--- config.mk ---
export PLATFORM = sky130hd
export DESIGN_NAME = led_adc_sequencer
export DESIGN_NICKNAME = d
export VERILOG_FILES = /design/src/rtl/led_adc_sequencer_pkg.sv /design/src/rtl/led_adc_sequencer_phase_timer.sv /design/src/rtl/led_adc_sequencer.sv
export SDC_FILE = /design/constraint.sdc
export NUM_CORES = 1
export LEC_CHECK = 0
export ABC_AREA = 1
export BUFFER_PORTS_ARGS = -buffer_cell sky130_fd_sc_hd__buf_2
export CORE_MARGIN = 2
export CORE_UTILIZATION = 39
export CTS_CLUSTER_SIZE = 24
export DETAILED_ROUTE_END_ITERATION = 10
export PLACE_DENSITY_LB_ADDON = 0.3
export SLEW_MARGIN = 20
export SYNTH_ARGS = -nofsm -noshare
export SYNTH_HDL_FRONTEND = slang
export SYNTH_SLANG_ARGS = --single-unit
--- constraint.sdc ---
create_clock -name CLK_Sys -period 4.4 [get_ports CLK_Sys]
set_input_delay 0.22 -clock CLK_Sys [delete_from_list [all_inputs] [get_ports CLK_Sys]]
set_output_delay 0.22 -clock CLK_Sys [all_outputs]
set_load 0.005 [all_outputs]
--- src/rtl/led_adc_sequencer_pkg.sv ---
`default_nettype none
// +----------------------------------------------------------------------+
// | Module  : led_adc_sequencer_pkg                                      |
// | Purpose : Shared types and constants for the LED/ADC sequencer and   |
// |           the downstream FIR filters.                                |
// | Revision: 1.0  initial release                                       |
// +----------------------------------------------------------------------+
package led_adc_sequencer_pkg;

  // Sequencer states
  typedef enum logic [2:0] {
    IDLE      = 3'd0,
    SETTLE    = 3'd1,
    CONVERT   = 3'd2,
    WAIT_DONE = 3'd3,
    HOLD      = 3'd4
  } state_e;

  // Channel encoding of the phase bit
  localparam logic CH_IR  = 1'b0;
  localparam logic CH_RED = 1'b1;

  // Sample width shared with the FIR filter inputs
  localparam int unsigned SAMPLE_W = 8;

endpackage : led_adc_sequencer_pkg
`default_nettype wire

--- src/rtl/led_adc_sequencer_phase_timer.sv ---
`default_nettype none
// +----------------------------------------------------------------------+
// | Module  : phase_timer                                                |
// | Purpose : Phase counter 0..HALF_PERIOD-1 with a wrap flag on the     |
// |           last count and a match flag on count SETTLE_CYC-1. Held    |
// |           at zero while not running.                                 |
// | Revision: 1.0  initial release                                       |
// +----------------------------------------------------------------------+
module phase_timer #(
  parameter int unsigned HALF_PERIOD = 50000,
  parameter int unsigned SETTLE_CYC  = 5000
) (
  input  logic clk_i,
  input  logic rst_ni,
  input  logic run_i,
  output logic wrap_o,
  output logic match_o
);

  localparam int unsigned      c_CNT_W = $clog2(HALF_PERIOD);
  localparam logic [c_CNT_W-1:0] c_WRAP  = c_CNT_W'(HALF_PERIOD - 1);
  localparam logic [c_CNT_W-1:0] c_MATCH = c_CNT_W'(SETTLE_CYC - 1);
  localparam logic [c_CNT_W-1:0] c_ONE   = c_CNT_W'(1);

  logic [c_CNT_W-1:0] cnt_q;
  logic [c_CNT_W-1:0] cnt_d;

  assign wrap_o  = (cnt_q == c_WRAP);
  assign match_o = (cnt_q == c_MATCH);

  // Next count: advance while running, restart at the wrap, clear when stopped
  always_comb begin
    cnt_d = '0;
    if (run_i && !wrap_o) begin
      cnt_d = cnt_q + c_ONE;
    end
  end

  // Counter register
  always_ff @(posedge clk_i) begin
    if (!rst_ni) begin
      cnt_q <= '0;
    end else begin
      cnt_q <= cnt_d;
    end
  end

endmodule : phase_timer
`default_nettype wire

--- src/rtl/led_adc_sequencer.sv ---
`default_nettype none
// +----------------------------------------------------------------------+
// | Module  : led_adc_sequencer                                          |
// | Purpose : Alternates IR and red LED phases, starts one ADC           |
// |           conversion per phase after a settle delay and steers the   |
// |           result to a per-channel register with a one-cycle strobe.  |
// | Revision: 1.0  initial release                                       |
// +----------------------------------------------------------------------+
module led_adc_sequencer
  import led_adc_sequencer_pkg::*;
#(
  parameter int unsigned HALF_PERIOD = 50000,
  parameter int unsigned SETTLE_CYC  = 5000,
  parameter int unsigned ADC_TIMEOUT = 1000
) (
  input  logic                CLK_Sys,
  input  logic                rst_n,
  input  logic                enable,
  input  logic                ADC_Done,
  input  logic [SAMPLE_W-1:0] ADC_Data,
  output logic                ADC_Start,
  output logic                LED_IR_On,
  output logic                LED_Red_On,
  output logic [SAMPLE_W-1:0] IR_ADC_Value,
  output logic [SAMPLE_W-1:0] Red_ADC_Value,
  output logic                IR_Sample_Valid,
  output logic                Red_Sample_Valid,
  output logic                ADC_Timeout_Err
);

  generate
    if ((SETTLE_CYC < 1) || (SETTLE_CYC + ADC_TIMEOUT + 4 > HALF_PERIOD)) begin : g_param_check
      $error("led_adc_sequencer: need SETTLE_CYC >= 1 and SETTLE_CYC + ADC_TIMEOUT + 4 <= HALF_PERIOD");
    end
  endgenerate

  // The timeout counter holds cycles elapsed since ADC_Start; it is zero
  // during CONVERT so the last WAIT_DONE cycle sees ADC_TIMEOUT-1.
  localparam int unsigned        c_TMO_W    = $clog2(ADC_TIMEOUT + 1);
  localparam logic [c_TMO_W-1:0] c_TMO_LAST = c_TMO_W'(ADC_TIMEOUT - 1);
  localparam logic [c_TMO_W-1:0] c_TMO_ONE  = c_TMO_W'(1);

  state_e                state_q, state_d;
  logic                  ph_q, ph_d;
  logic [c_TMO_W-1:0]    tcnt_q, tcnt_d;
  logic                  start_q, start_d;
  logic [SAMPLE_W-1:0]   ir_val_q, ir_val_d;
  logic [SAMPLE_W-1:0]   red_val_q, red_val_d;
  logic                  ir_vld_q, ir_vld_d;
  logic                  red_vld_q, red_vld_d;
  logic                  err_q, err_d;

  logic                  w_run;
  logic                  w_wrap;
  logic                  w_settle_done;

  assign w_run = enable && (state_q != IDLE);

  phase_timer #(
    .HALF_PERIOD (HALF_PERIOD),
    .SETTLE_CYC  (SETTLE_CYC)
  ) u_phase_timer (
    .clk_i   (CLK_Sys),
    .rst_ni  (rst_n),
    .run_i   (w_run),
    .wrap_o  (w_wrap),
    .match_o (w_settle_done)
  );

  // Next-state logic: disable beats the phase wrap, which beats any state step
  always_comb begin
    state_d   = state_q;
    ph_d      = ph_q;
    tcnt_d    = tcnt_q;
    ir_val_d  = ir_val_q;
    red_val_d = red_val_q;
    ir_vld_d  = 1'b0;
    red_vld_d = 1'b0;
    err_d     = err_q;

    if (!enable) begin
      state_d = IDLE;
      ph_d    = CH_IR;
      tcnt_d  = '0;
    end else if (state_q == IDLE) begin
      state_d = SETTLE;
      ph_d    = CH_IR;
    end else if (w_wrap) begin
      state_d = SETTLE;
      ph_d    = ~ph_q;
    end else begin
      case (state_q)
        SETTLE: begin
          if (w_settle_done) begin
            state_d = CONVERT;
            tcnt_d  = '0;
          end
        end
        CONVERT: begin
          state_d = WAIT_DONE;
          tcnt_d  = tcnt_q + c_TMO_ONE;
        end
        WAIT_DONE: begin
          tcnt_d = tcnt_q + c_TMO_ONE;
          if (ADC_Done) begin
            // Done wins over a coincident timeout
            state_d = HOLD;
            if (ph_q == CH_IR) begin
              ir_val_d = ADC_Data;
              ir_vld_d = 1'b1;
            end else begin
              red_val_d = ADC_Data;
              red_vld_d = 1'b1;
            end
          end else if (tcnt_q >= c_TMO_LAST) begin
            state_d = HOLD;
            err_d   = 1'b1;
          end
        end
        default: begin
          state_d = state_q;
        end
      endcase
    end

    start_d = (state_d == CONVERT);
  end

  // State and output registers
  always_ff @(posedge CLK_Sys) begin
    if (!rst_n) begin
      state_q   <= IDLE;
      ph_q      <= CH_IR;
      tcnt_q    <= '0;
      start_q   <= 1'b0;
      ir_val_q  <= '0;
      red_val_q <= '0;
      ir_vld_q  <= 1'b0;
      red_vld_q <= 1'b0;
      err_q     <= 1'b0;
    end else begin
      state_q   <= state_d;
      ph_q      <= ph_d;
      tcnt_q    <= tcnt_d;
      start_q   <= start_d;
      ir_val_q  <= ir_val_d;
      red_val_q <= red_val_d;
      ir_vld_q  <= ir_vld_d;
      red_vld_q <= red_vld_d;
      err_q     <= err_d;
    end
  end

  assign ADC_Start        = start_q;
  assign LED_IR_On        = (state_q != IDLE) && (ph_q == CH_IR);
  assign LED_Red_On       = (state_q != IDLE) && (ph_q == CH_RED);
  assign IR_ADC_Value     = ir_val_q;
  assign Red_ADC_Value    = red_val_q;
  assign IR_Sample_Valid  = ir_vld_q;
  assign Red_Sample_Valid = red_vld_q;
  assign ADC_Timeout_Err  = err_q;

endmodule : led_adc_sequencer
`default_nettype wire
==> flow_metrics.env <==
export IMPL_total_power_w=0.000783
export IMPL_fmax_mhz=533
export IMPL_crit_arrival_ns=2.11
export IMPL_synth_flop_cell="dfxtp_1"
export IMPL_power_density_nw_per_um2=261
export IMPL_synth_edf_count=0
export IMPL_rows=30
export IMPL_grt_max_degree=20
export IMPL_viasPerCell=4.56
export IMPL_hold_buffers=0
export IMPL_diodes=0
export IMPL_synthCells=400
export IMPL_final_period_utilization_pct=42.6
export IMPL_critPathLaunchType="register"
export IMPL_postCtsResizedCells=0
export IMPL_tightest_slew_ns=0.468
export IMPL_ys_types=32
export IMPL_htree_levels=2
export IMPL_final_common_cell="nand2_1"
export IMPL_end_kind="register"
export IMPL_areaGrowthSynthToFinish_pct=11.7
export IMPL_root_buffer="clkbuf_8"
export IMPL_ys_ff_latch=50
export IMPL_slew_headroom_pct=68.7
export IMPL_drc=0
export IMPL_rsz0062_at_grt="no"
export IMPL_finClkSkew_ns=0.00904
export IMPL_wl_per_cell_um=10.8
export IMPL_cts_sinks=50
export IMPL_antenna_found_initial=0
export IMPL_fp_dieArea_um2=7570
export IMPL_peakVddDrop_v=0.000122
export IMPL_hold_class="input pin to register"
export IMPL_placed_cell_area_um2=2910
export IMPL_place_inst=506
export IMPL_clk_latency_ns=0.30
export IMPL_gp_congestion=0.812
export IMPL_drt_wl_total_um=5560
export IMPL_stdcell_count=514
export IMPL_post_route_min_period_ns=1.88
export IMPL_async_flop_share_pct=0
export IMPL_required_ns=4.63
export IMPL_synthesis_yosys_warnings=0
export IMPL_cts_tree="yes"
export IMPL_syn_area_um2=2690
export IMPL_post_cts_setup_buffers=0
export IMPL_grt_pass1_vias=2005
export IMPL_drt_iter0_markers=161
export IMPL_dieWidth_um=87.0
export IMPL_path_class="register to register"
export IMPL_drive_gt1_share_pct=18.0
export IMPL_grt_ovfl_total=0
export IMPL_hold_viol_final=0
export IMPL_coreArea_um2=6720
export IMPL_postRouteAntennaNets=0
export IMPL_cap_violations=0
export IMPL_seq_area_frac_synth_pct=37.3
export IMPL_dieHeight_um=87.0
export IMPL_grt_pass1_wl_um=9180
export IMPL_critPathMaxFanout=11
export IMPL_status="finished, final reports clean"
export IMPL_setup_tns_final_ns=0
export IMPL_gr_usage_all_layers_pct=15.0
export IMPL_cts_buffers=5
export IMPL_ctsLongestPathBuffers=2
export IMPL_dr_pass1_iters=4
export IMPL_fin_nets=447
export IMPL_postSynthNetCount=414
export IMPL_hold_path_depth=5
export IMPL_yosys_area_top_type="dfxtp_1"
export IMPL_synth_area_leaders="dfxtp_1 (37%), nand2_1 (14%), inv_1 (9.5%)"
export IMPL_path_clk_slew_ns=0.09
export IMPL_fin_area_um2=3000
export IMPL_yosysTopAreaCellShare_pct=37.3
export IMPL_syn_avg_cell_area_um2=6.72
export IMPL_p_leak_nw=1.32
export IMPL_finalSetupViolations=0
export IMPL_initial_core_util_pct=40.0
export IMPL_layout_common_cells="nand2_1 (98), inv_1 (68), nor2_1 (57)"
export IMPL_io_pins=34
export IMPL_drv_slew=0
export IMPL_reg2reg_depth=11
export IMPL_vias=2344
export IMPL_place_port_buffers=33
export IMPL_dp_final_hpwl_um=4300
==> registers in the layout (all words and copies together) (netlist names) <==
register             flops
ADC_Start                1
ADC_Timeout_Err          1
IR_ADC_Value             8
IR_Sample_Valid          1
Red_ADC_Value            8
Red_Sample_Valid         1
ph_q                     1
state_q                  3
tcnt_q                  10
u_phase_timer.cnt_q     16
==> critical path, cell delays in order (launching register included) <==
cell and delay [ns]:
dfxtp_1 0.36, ha_1 0.25, nand2_1 0.07, inv_1 0.05
nand2_1 0.04, nor2_1 0.09, nand3_1 0.12, nand2_1 0.12
nand2_1 0.26, inv_2 0.24, nand2_1 0.08, a21oi_1 0.13
==> cell families after synthesis <==
family	share of synthesized area, %
AO/OA/AOI/OAI	6.47
adder cells (fa/ha/maj)	0.931
buffers and inverters	11.9
flip-flops	37.3
AND/OR/NAND/NOR	40.8
XOR/XNOR	2.61
==> cells in the mapped netlist (3+ instances only) <==
library cell and number:
nor2_8 3, nor3_1 8, inv_2 4, dfxtp_1 50, inv_1 68, buf_2 4, nand4_1 5, a21oi_1 23
nor2_2 12, xor2_1 6, nand3_1 22, nand3_2 10, nand2_1 98, nor2_1 57, o21ai_0 4, nor4_1 4
nand2_2 3
==> worst paths after layout <==
check / to / slack [ns] / start
setup / recovery: tcnt_q[2] / 2.52 / u_phase_timer.cnt_q[0]
hold / removal: IR_ADC_Value[0] / 0.25 / ADC_Data[0]
setup reg to reg: tcnt_q[2] / 2.52 / u_phase_timer.cnt_q[0]
hold reg to reg: u_phase_timer.cnt_q[0] / 0.46 / u_phase_timer.cnt_q[0]
==> area by class of cell <==
| cell class | count | area (um2) |
|---|---|---|
| clock buffer | 6 | 82.6 |
| clock inverter | 2 | 12.5 |
| fill | 715 | 3720 |
| inverter | 73 | 274 |
| multi-input combinational | 270 | 1370 |
| sequential | 50 | 1000 |
| tap | 80 | 100 |
| timing repair buffer | 33 | 165 |
==> where the power goes <==
group	internal, W	switching (W)	total (W)
registers	0.000454	0.00000161	0.000455
clock network	0.000127	0.000155	0.000282
logic	0.0000139	0.0000321	0.0000460
total	0.000594	0.000189	0.000783
==> stage by stage <==
step           utilization (%)  setup WS (ns)  hold slack, ns
2_1_floorplan                -           2.94           0.391
3_3_place_gp              43.2           2.63           0.432
3_5_place_dp              43.2           2.55           0.443
4_1_cts                   44.7           2.53           0.246
5_1_grt                   44.7           2.25           0.278
6_report                  44.7           2.52           0.251
==> per-layer routing <==
metal / vias to the layer above / GRT usage (%) / wire length (um)
li1: 1294 / - / -
met1: 1013 / 21.4 / 2810
met2: 30 / 22.8 / 2480
met3: 7 / 3.13 / 183
met4: 0 / 4.26 / 82
met5: - / 0 / 0
Power figures use the tool's default switching activity.
